`config.mk`:
```
export PLATFORM = sky130hd
export DESIGN_NAME = dma_priority_control_flat
export DESIGN_NICKNAME = d
export VERILOG_FILES = /design/src/rtl/dma_priority_control_if.sv /design/src/rtl/dma_priority_control.sv /design/src/flat_wrapper.sv
export SDC_FILE = /design/constraint.sdc
export NUM_CORES = 1
export LEC_CHECK = 0
export BUFFER_PORTS_ARGS = -buffer_cell sky130_fd_sc_hd__buf_2
export CORE_MARGIN = 5
export CORE_UTILIZATION = 25
export DETAILED_ROUTE_END_ITERATION = 8
export GPL_ROUTABILITY_DRIVEN = 1
export PLACE_DENSITY = 0.54
export SYNTH_ARGS = -nofsm -noshare
export SYNTH_HDL_FRONTEND = slang
export SYNTH_SLANG_ARGS = --single-unit
```
`constraint.sdc`:
```
create_clock -name clk -period 1.95 [get_ports clk]
set_input_delay 0.39 -clock clk [delete_from_list [all_inputs] [get_ports clk]]
set_output_delay 0.39 -clock clk [all_outputs]
set_load 0.005 [all_outputs]
```
`src/rtl/dma_priority_control_if.sv`:
```
// ---------------------------------------------------------------------------
// dma_priority_control_if
// Bus bundle between the CPU/channel side and the DMA priority controller.
//   master : drives channel requests, HLDA, register values and TC;
//            observes HRQ, DACKs, AEN, strobes, active_channel and state.
//   slave  : the controller (mirror image of master).
// ---------------------------------------------------------------------------
interface dma_priority_control_if;
  logic       DREQ0, DREQ1, DREQ2, DREQ3;
  logic       HLDA;
  logic [7:0] commandReg;
  logic [3:0] maskReg;
  logic [3:0] requestReg;
  logic [7:0] mode_register;
  logic       TC;
  logic       HRQ;
  logic       DACK0, DACK1, DACK2, DACK3;
  logic       AEN;
  logic       MEMR, MEMW, IOR, IOW;
  logic [1:0] active_channel;
  logic [2:0] state;

  modport master (
    output DREQ0, DREQ1, DREQ2, DREQ3, HLDA, commandReg, maskReg,
           requestReg, mode_register, TC,
    input  HRQ, DACK0, DACK1, DACK2, DACK3, AEN, MEMR, MEMW, IOR, IOW,
           active_channel, state
  );

  modport slave (
    input  DREQ0, DREQ1, DREQ2, DREQ3, HLDA, commandReg, maskReg,
           requestReg, mode_register, TC,
    output HRQ, DACK0, DACK1, DACK2, DACK3, AEN, MEMR, MEMW, IOR, IOW,
           active_channel, state
  );
endinterface

```
`src/rtl/dma_priority_control.sv`:
```
// ---------------------------------------------------------------------------
// dma_priority_control
// Four-channel DMA request arbiter and bus-cycle sequencer.
// Ports:
//   clk   : system clock, rising edge
//   rst_n : synchronous active-low reset
//   bus   : dma_priority_control_if.slave (requests, HLDA, registers, TC in;
//           HRQ, DACK0..3, AEN, MEMR/MEMW/IOR/IOW, active_channel, state out)
// Every output is a flop, computed from the next-state value so that it
// lines up with the state it belongs to.
// ---------------------------------------------------------------------------
module dma_priority_control (
  input  logic                         clk,
  input  logic                         rst_n,
  dma_priority_control_if.slave        bus
);

  localparam logic [2:0] ST_IDLE = 3'd0;
  localparam logic [2:0] ST_S0   = 3'd1;
  localparam logic [2:0] ST_S1   = 3'd2;
  localparam logic [2:0] ST_S2   = 3'd3;
  localparam logic [2:0] ST_S3   = 3'd4;
  localparam logic [2:0] ST_S4   = 3'd5;

  localparam logic [1:0] TYPE_WRITE = 2'b01;
  localparam logic [1:0] TYPE_READ  = 2'b10;

  // Return the requesting channel closest to 'top' going upward mod 4.
  function automatic logic [1:0] pick_winner(input logic [3:0] req,
                                             input logic [1:0] top);
    logic [1:0] idx;
    pick_winner = top;
    for (int i = 3; i >= 0; i--) begin
      idx = top + i[1:0];
      if (req[idx]) pick_winner = idx;
    end
  endfunction

  function automatic logic [3:0] onehot4(input logic [1:0] ch);
    onehot4 = 4'b0001 << ch;
  endfunction

  logic [2:0] state_r, next_state_s;
  logic [1:0] active_r, next_active_s;
  logic [1:0] prio_r, next_prio_s;
  logic [3:0] dreq_s, req_s;
  logic       any_req_s, end_s;
  logic [1:0] winner_s, xfer_type_s;
  logic       hrq_r, aen_r, memr_r, memw_r, ior_r, iow_r;
  logic [3:0] dack_r;
  logic       unused_bits_s;

  assign dreq_s      = {bus.DREQ3, bus.DREQ2, bus.DREQ1, bus.DREQ0};
  assign req_s       = bus.commandReg[2] ? 4'b0000
                       : ((dreq_s & ~bus.maskReg) | bus.requestReg);
  assign any_req_s   = |req_s;
  assign winner_s    = pick_winner(req_s, bus.commandReg[4] ? prio_r : 2'd0);
  assign xfer_type_s = bus.mode_register[3:2];
  assign unused_bits_s = ^{bus.commandReg[7:5], bus.commandReg[3],
                           bus.commandReg[1:0], bus.mode_register[5:4],
                           bus.mode_register[1:0]};

  // Next-state, channel latch and end-of-service detection.
  always_comb begin
    next_state_s  = state_r;
    next_active_s = active_r;
    end_s         = 1'b0;
    case (state_r)
      ST_IDLE: begin
        if (any_req_s) next_state_s = ST_S0;
        else           next_state_s = ST_IDLE;
      end
      ST_S0: begin
        if (!any_req_s) begin
          next_state_s = ST_IDLE;
        end else if (bus.HLDA) begin
          next_state_s  = ST_S1;
          next_active_s = winner_s;
        end else begin
          next_state_s = ST_S0;
        end
      end
      ST_S1, ST_S2, ST_S3: begin
        if (!bus.HLDA) begin
          next_state_s = ST_IDLE;
          end_s        = 1'b1;
        end else begin
          next_state_s = state_r + 3'd1;
        end
      end
      ST_S4: begin
        // Disable only takes effect here, so an in-flight transfer finishes.
        if (!bus.HLDA || bus.TC || bus.commandReg[2]) begin
          next_state_s = ST_IDLE;
          end_s        = 1'b1;
        end else begin
          case (bus.mode_register[7:6])
            2'b00: begin
              if (dreq_s[active_r] && !bus.maskReg[active_r]) begin
                next_state_s = ST_S2;
              end else begin
                next_state_s = ST_IDLE;
                end_s        = 1'b1;
              end
            end
            2'b10:   next_state_s = ST_S2;
            default: begin
              next_state_s = ST_IDLE;
              end_s        = 1'b1;
            end
          endcase
        end
      end
      default: next_state_s = ST_IDLE;
    endcase
  end

  // Rotating pointer: serviced channel drops to lowest once its service ends.
  always_comb begin
    if (end_s && bus.commandReg[4]) next_prio_s = active_r + 2'd1;
    else                            next_prio_s = prio_r;
  end

  // State, channel, pointer and all output flops.
  always_ff @(posedge clk) begin
    if (!rst_n) begin
      state_r  <= ST_IDLE;
      active_r <= 2'd0;
      prio_r   <= 2'd0;
      hrq_r    <= 1'b0;
      aen_r    <= 1'b0;
      dack_r   <= 4'b0000;
      memr_r   <= 1'b0;
      memw_r   <= 1'b0;
      ior_r    <= 1'b0;
      iow_r    <= 1'b0;
    end else begin
      state_r  <= next_state_s;
      active_r <= next_active_s;
      prio_r   <= next_prio_s;
      hrq_r    <= (next_state_s != ST_IDLE);
      aen_r    <= (next_state_s >= ST_S1) && (next_state_s <= ST_S4);
      dack_r   <= ((next_state_s >= ST_S2) && (next_state_s <= ST_S4))
                  ? onehot4(next_active_s) : 4'b0000;
      // Read-side strobe spans S2..S3, write-side strobe is S3 only.
      memr_r   <= ((next_state_s == ST_S2) || (next_state_s == ST_S3))
                  && (xfer_type_s == TYPE_READ);
      ior_r    <= ((next_state_s == ST_S2) || (next_state_s == ST_S3))
                  && (xfer_type_s == TYPE_WRITE);
      memw_r   <= (next_state_s == ST_S3) && (xfer_type_s == TYPE_WRITE);
      iow_r    <= (next_state_s == ST_S3) && (xfer_type_s == TYPE_READ);
    end
  end

  assign bus.state          = state_r;
  assign bus.active_channel = active_r;
  assign bus.HRQ            = hrq_r;
  assign bus.AEN            = aen_r;
  assign bus.DACK0          = dack_r[0];
  assign bus.DACK1          = dack_r[1];
  assign bus.DACK2          = dack_r[2];
  assign bus.DACK3          = dack_r[3];
  assign bus.MEMR           = memr_r;
  assign bus.MEMW           = memw_r;
  assign bus.IOR            = ior_r;
  assign bus.IOW            = iow_r;

endmodule

```
`src/flat_wrapper.sv`:
```
// flat-port wrapper written by rule: the top's interface ports become plain ports
module dma_priority_control_flat 
  (clk, rst_n, bus_DREQ0, bus_DREQ1, bus_DREQ2, bus_DREQ3, bus_HLDA, bus_commandReg, bus_maskReg, bus_requestReg, bus_mode_register, bus_TC, bus_HRQ, bus_DACK0, bus_DACK1, bus_DACK2, bus_DACK3, bus_AEN, bus_MEMR, bus_MEMW, bus_IOR, bus_IOW, bus_active_channel, bus_state);
  dma_priority_control_if bus_i ();
  input  logic clk;
  input  logic rst_n;
  input wire logic [$bits(bus_i.DREQ0)-1:0] bus_DREQ0;
  input wire logic [$bits(bus_i.DREQ1)-1:0] bus_DREQ1;
  input wire logic [$bits(bus_i.DREQ2)-1:0] bus_DREQ2;
  input wire logic [$bits(bus_i.DREQ3)-1:0] bus_DREQ3;
  input wire logic [$bits(bus_i.HLDA)-1:0] bus_HLDA;
  input wire logic [$bits(bus_i.commandReg)-1:0] bus_commandReg;
  input wire logic [$bits(bus_i.maskReg)-1:0] bus_maskReg;
  input wire logic [$bits(bus_i.requestReg)-1:0] bus_requestReg;
  input wire logic [$bits(bus_i.mode_register)-1:0] bus_mode_register;
  input wire logic [$bits(bus_i.TC)-1:0] bus_TC;
  output wire logic [$bits(bus_i.HRQ)-1:0] bus_HRQ;
  output wire logic [$bits(bus_i.DACK0)-1:0] bus_DACK0;
  output wire logic [$bits(bus_i.DACK1)-1:0] bus_DACK1;
  output wire logic [$bits(bus_i.DACK2)-1:0] bus_DACK2;
  output wire logic [$bits(bus_i.DACK3)-1:0] bus_DACK3;
  output wire logic [$bits(bus_i.AEN)-1:0] bus_AEN;
  output wire logic [$bits(bus_i.MEMR)-1:0] bus_MEMR;
  output wire logic [$bits(bus_i.MEMW)-1:0] bus_MEMW;
  output wire logic [$bits(bus_i.IOR)-1:0] bus_IOR;
  output wire logic [$bits(bus_i.IOW)-1:0] bus_IOW;
  output wire logic [$bits(bus_i.active_channel)-1:0] bus_active_channel;
  output wire logic [$bits(bus_i.state)-1:0] bus_state;
  assign bus_i.DREQ0 = bus_DREQ0;
  assign bus_i.DREQ1 = bus_DREQ1;
  assign bus_i.DREQ2 = bus_DREQ2;
  assign bus_i.DREQ3 = bus_DREQ3;
  assign bus_i.HLDA = bus_HLDA;
  assign bus_i.commandReg = bus_commandReg;
  assign bus_i.maskReg = bus_maskReg;
  assign bus_i.requestReg = bus_requestReg;
  assign bus_i.mode_register = bus_mode_register;
  assign bus_i.TC = bus_TC;
  assign bus_HRQ = bus_i.HRQ;
  assign bus_DACK0 = bus_i.DACK0;
  assign bus_DACK1 = bus_i.DACK1;
  assign bus_DACK2 = bus_i.DACK2;
  assign bus_DACK3 = bus_i.DACK3;
  assign bus_AEN = bus_i.AEN;
  assign bus_MEMR = bus_i.MEMR;
  assign bus_MEMW = bus_i.MEMW;
  assign bus_IOR = bus_i.IOR;
  assign bus_IOW = bus_i.IOW;
  assign bus_active_channel = bus_i.active_channel;
  assign bus_state = bus_i.state;
  dma_priority_control u_core (.clk(clk), .rst_n(rst_n), .bus(bus_i));
endmodule
```
==> results.sh <==
export IMPL_cp_max_fo=4
export IMPL_arrival_ns=2.24
export IMPL_worst_hold_slack_ns=0.430
export IMPL_cts_max_path_buffers=2
export IMPL_vias=1202
export IMPL_min_path_type="in2reg"
export IMPL_viasPerCell=4.70
export IMPL_p_leak_nw=0.819
export IMPL_drv_slew=0
export IMPL_dpl_cell_area_mm2=0.00166
export IMPL_syn_inst=136
export IMPL_clock_fmax_mhz=488
export IMPL_drtIter0Drc=38
export IMPL_num_io_pins=47
export IMPL_design_area_mm2=0.00183
export IMPL_fin_skew_ns=0.00475
export IMPL_setup_ws_ns=-0.101
export IMPL_power_share_clock_pct=32.9
export IMPL_power_density_mw_per_mm2=424
export IMPL_placementRows=24
export IMPL_drive_gt1_share_pct=55.4
export IMPL_max_stage_delay_ns=0.49
export IMPL_p_switching_w=0.000197
export IMPL_rsz0062_at_grt="true"
export IMPL_seqPwrFrac_pct=45.7
export IMPL_yosysSeqAreaShare_pct=29.7
export IMPL_cap_violations=0
export IMPL_die_w_um=77.7
export IMPL_required_ns=2.14
export IMPL_fin_crit_sh_pct=105
export IMPL_insertion_delay_ns=0.25
export IMPL_cts_reportedPaths_clkPinSlew_ns=0.06
export IMPL_critPathLaunchType="flop"
export IMPL_grt_use_total_pct=10.5
export IMPL_tritoncts="built"
export IMPL_reg2reg_depth=8
export IMPL_h_tree_depth=1
export IMPL_power_internal_w=0.000578
export IMPL_drtAntennaViolNets=0
export IMPL_port_buffers=36
export IMPL_cts_inserted_buffers=3
export IMPL_switching_share_pct=25.4
export IMPL_num_fill_cells=469
export IMPL_synth_area_leaders="dfxtp_1 30%, nor2_1 5.6%, ha_1 5.5%, and2_1 3.8%, a21oi_1 3.1%"
export IMPL_violations="negative setup slack"
export IMPL_routabilityCongestion=0.802
export IMPL_tightestPinTransition_ns=0.425
export IMPL_grt_ovfl_total=0
export IMPL_yosysTopAreaCell="dfxtp_1"
export IMPL_dp_slack_ns=-0.269
export IMPL_setup_violations=8
export IMPL_die_y_um=77.7
export IMPL_slowest_stage="or4b_4"
export IMPL_synth_edf_count=0
export IMPL_post_dp_hpwl_um=2570
export IMPL_status="finished with violations"
export IMPL_nNetsFinal=242
export IMPL_first_pass_iters=4
export IMPL_grt_pass1_wl_um=5460
export IMPL_finalCriticalPeriod_ns=2.05
export IMPL_crit_chain="ha_4 -> ha_4 -> o31ai_4 -> nor2_2 -> or2_1 -> or4b_4 -> and2_4 -> nor2_2"
export IMPL_fin_cells=256
export IMPL_ys_ff_latch=17
export IMPL_die_area_mm2=0.00604
export IMPL_yosysWarnings=0
export IMPL_wl_per_cell_um=11.9
export IMPL_synth_cell_types=49
export IMPL_cts_sinks=17
export IMPL_area_growth_pct=59.3
export IMPL_ir_drop_v=0.000194
export IMPL_synthTopCellsByCount="17 x dfxtp_1, 17 x nor2_1, 9 x nand2_1, 7 x a21oi_1, 7 x and2_1"
export IMPL_synthArstFlopShare_pct=0
export IMPL_syn_nets=173
export IMPL_clockRootBuffer="clkbuf_8"
export IMPL_synth_top_area_share_pct=29.7
export IMPL_holdPathStages=2
export IMPL_antenna_cells=0
export IMPL_combPwrFrac_pct=21.3
export IMPL_core_area_mm2=0.00441
export IMPL_syn_cell_area_mm2=0.00115
export IMPL_totalWireLength_um=3060
export IMPL_start_util_pct=26.0
export IMPL_finalHoldViolations=0
export IMPL_end_kind="flop"
export IMPL_grt_pass1_vias=1233
export IMPL_critPathKind="reg2reg"
export IMPL_dpl_cell_count=251
export IMPL_synth_avg_cell_area_um2=8.44
export IMPL_grt_max_degree=11
export IMPL_grt_antenna_before_repair=0
export IMPL_max_slew_margin_pct=70.9
export IMPL_synth_ff_type="dfxtp_1"
export IMPL_drc=0
export IMPL_power_w=0.000776
-- power by group through the flow --
stage               logic [W]  registers, W  clock network, W
global route         0.000185      0.000355          0.000274
floorplan           0.0000731      0.000363                 0
detailed placement   0.000154      0.000363                 0
CTS                  0.000162      0.000355          0.000259
finish               0.000165      0.000355          0.000256
global placement     0.000154      0.000363                 0
-- cell usage in the layout (no fill, tap or decap), types with 3 or more instances in the layout --
| master | count |
|---|---|
| a21oi_1 | 6 |
| and2_1 | 5 |
| and2_4 | 3 |
| buf_2 | 36 |
| buf_4 | 31 |
| clkbuf_8 | 3 |
| dfxtp_1 | 15 |
| ha_4 | 5 |
| inv_1 | 4 |
| mux2i_1 | 3 |
| nand2_1 | 6 |
| nand2_2 | 3 |
| nand3b_1 | 3 |
| nor2_1 | 14 |
| nor2_2 | 6 |
| nor2b_1 | 3 |
| nor2b_4 | 3 |
| nor4_1 | 3 |
| o21ai_0 | 4 |
-- layout make-up --
class                      instances  area, um2  share of cell area [%]
inverter                           7       28.8                    1.57
timing repair buffer              67        413                    22.6
sequential                        17        348                    19.0
tap                               52       65.1                    3.56
clock inverter                     1       5.00                   0.274
clock buffer                       3       41.3                    2.26
multi-input combinational        109        927                    50.7
-- worst paths after layout --
| check | from | end | slack (ns) |
|---|---|---|---|
| min reg2reg | u_core.prio_r[0] | u_core.prio_r[0] | 0.64 |
| max | u_core.bus.state[1] | u_core.bus.MEMR | -0.10 |
| min | rst_n | u_core.bus.state[0] | 0.43 |
| max reg2reg | u_core.bus.state[1] | u_core.bus.MEMR | -0.10 |
-- stage by stage --
stage | utilization [%] | TNS [ns]
detailed placement | 37.5 | -1.90
global placement | 37.5 | -1.78
global route | 41.4 | -1.49
floorplan | - | -0.281
CTS | 40.4 | -0.712
finish | 41.4 | -0.606
-- logic make-up after synthesis --
group / count (synthesis) / share of synthesized area (%)
AND/OR/NAND/NOR: 65 / 33.9
AO/OA/AOI/OAI: 33 / 21.4
adder cells (fa/ha/maj): 5 / 5.45
flip-flops: 17 / 29.7
multiplexers: 5 / 5.56
XOR/XNOR: 1 / 0.763
buffers and inverters: 10 / 3.27
-- repair_timing --
| action | 4_1_cts | 5_1_grt |
|---|---|---|
| resized for setup | 14 | 10 |
| gates cloned | 0 | 0 |
| setup endpoints to repair | 13 | 14 |
| hold buffers | 0 | 0 |
| buffers inserted | 0 | 1 |
| pin swaps | 7 | 9 |
-- flip-flops by register name (all words and copies together) (netlist names) --
name                       cells
u_core.bus.AEN                 1
u_core.dack_r                  4
u_core.bus.MEMW                1
u_core.bus.IOW                 1
u_core.bus.HRQ                 1
u_core.bus.active_channel      2
u_core.bus.state               3
u_core.bus.IOR                 1
u_core.prio_r                  2
u_core.bus.MEMR                1
-- metal layers --
| layer | wire length, um | vias to the layer above | GRT usage [%] |
|---|---|---|---|
| li1 | - | 627 | - |
| met1 | 1300 | 555 | 12.7 |
| met2 | 1670 | 18 | 19.6 |
| met3 | 64 | 2 | 1.39 |
| met4 | 21 | 0 | 1.72 |
| met5 | 0 | - | 0 |
-- critical path: cells and delay by family, from the launching register on --
kind,cells,cell delay (ns)
AOI/OAI and AO/OA,1,0.28
DFF,1,0.37
adders and majority gates,2,0.32
and+or+nand+nor,5,1.01
No activity file was read; power rests on OpenSTA's default activity.
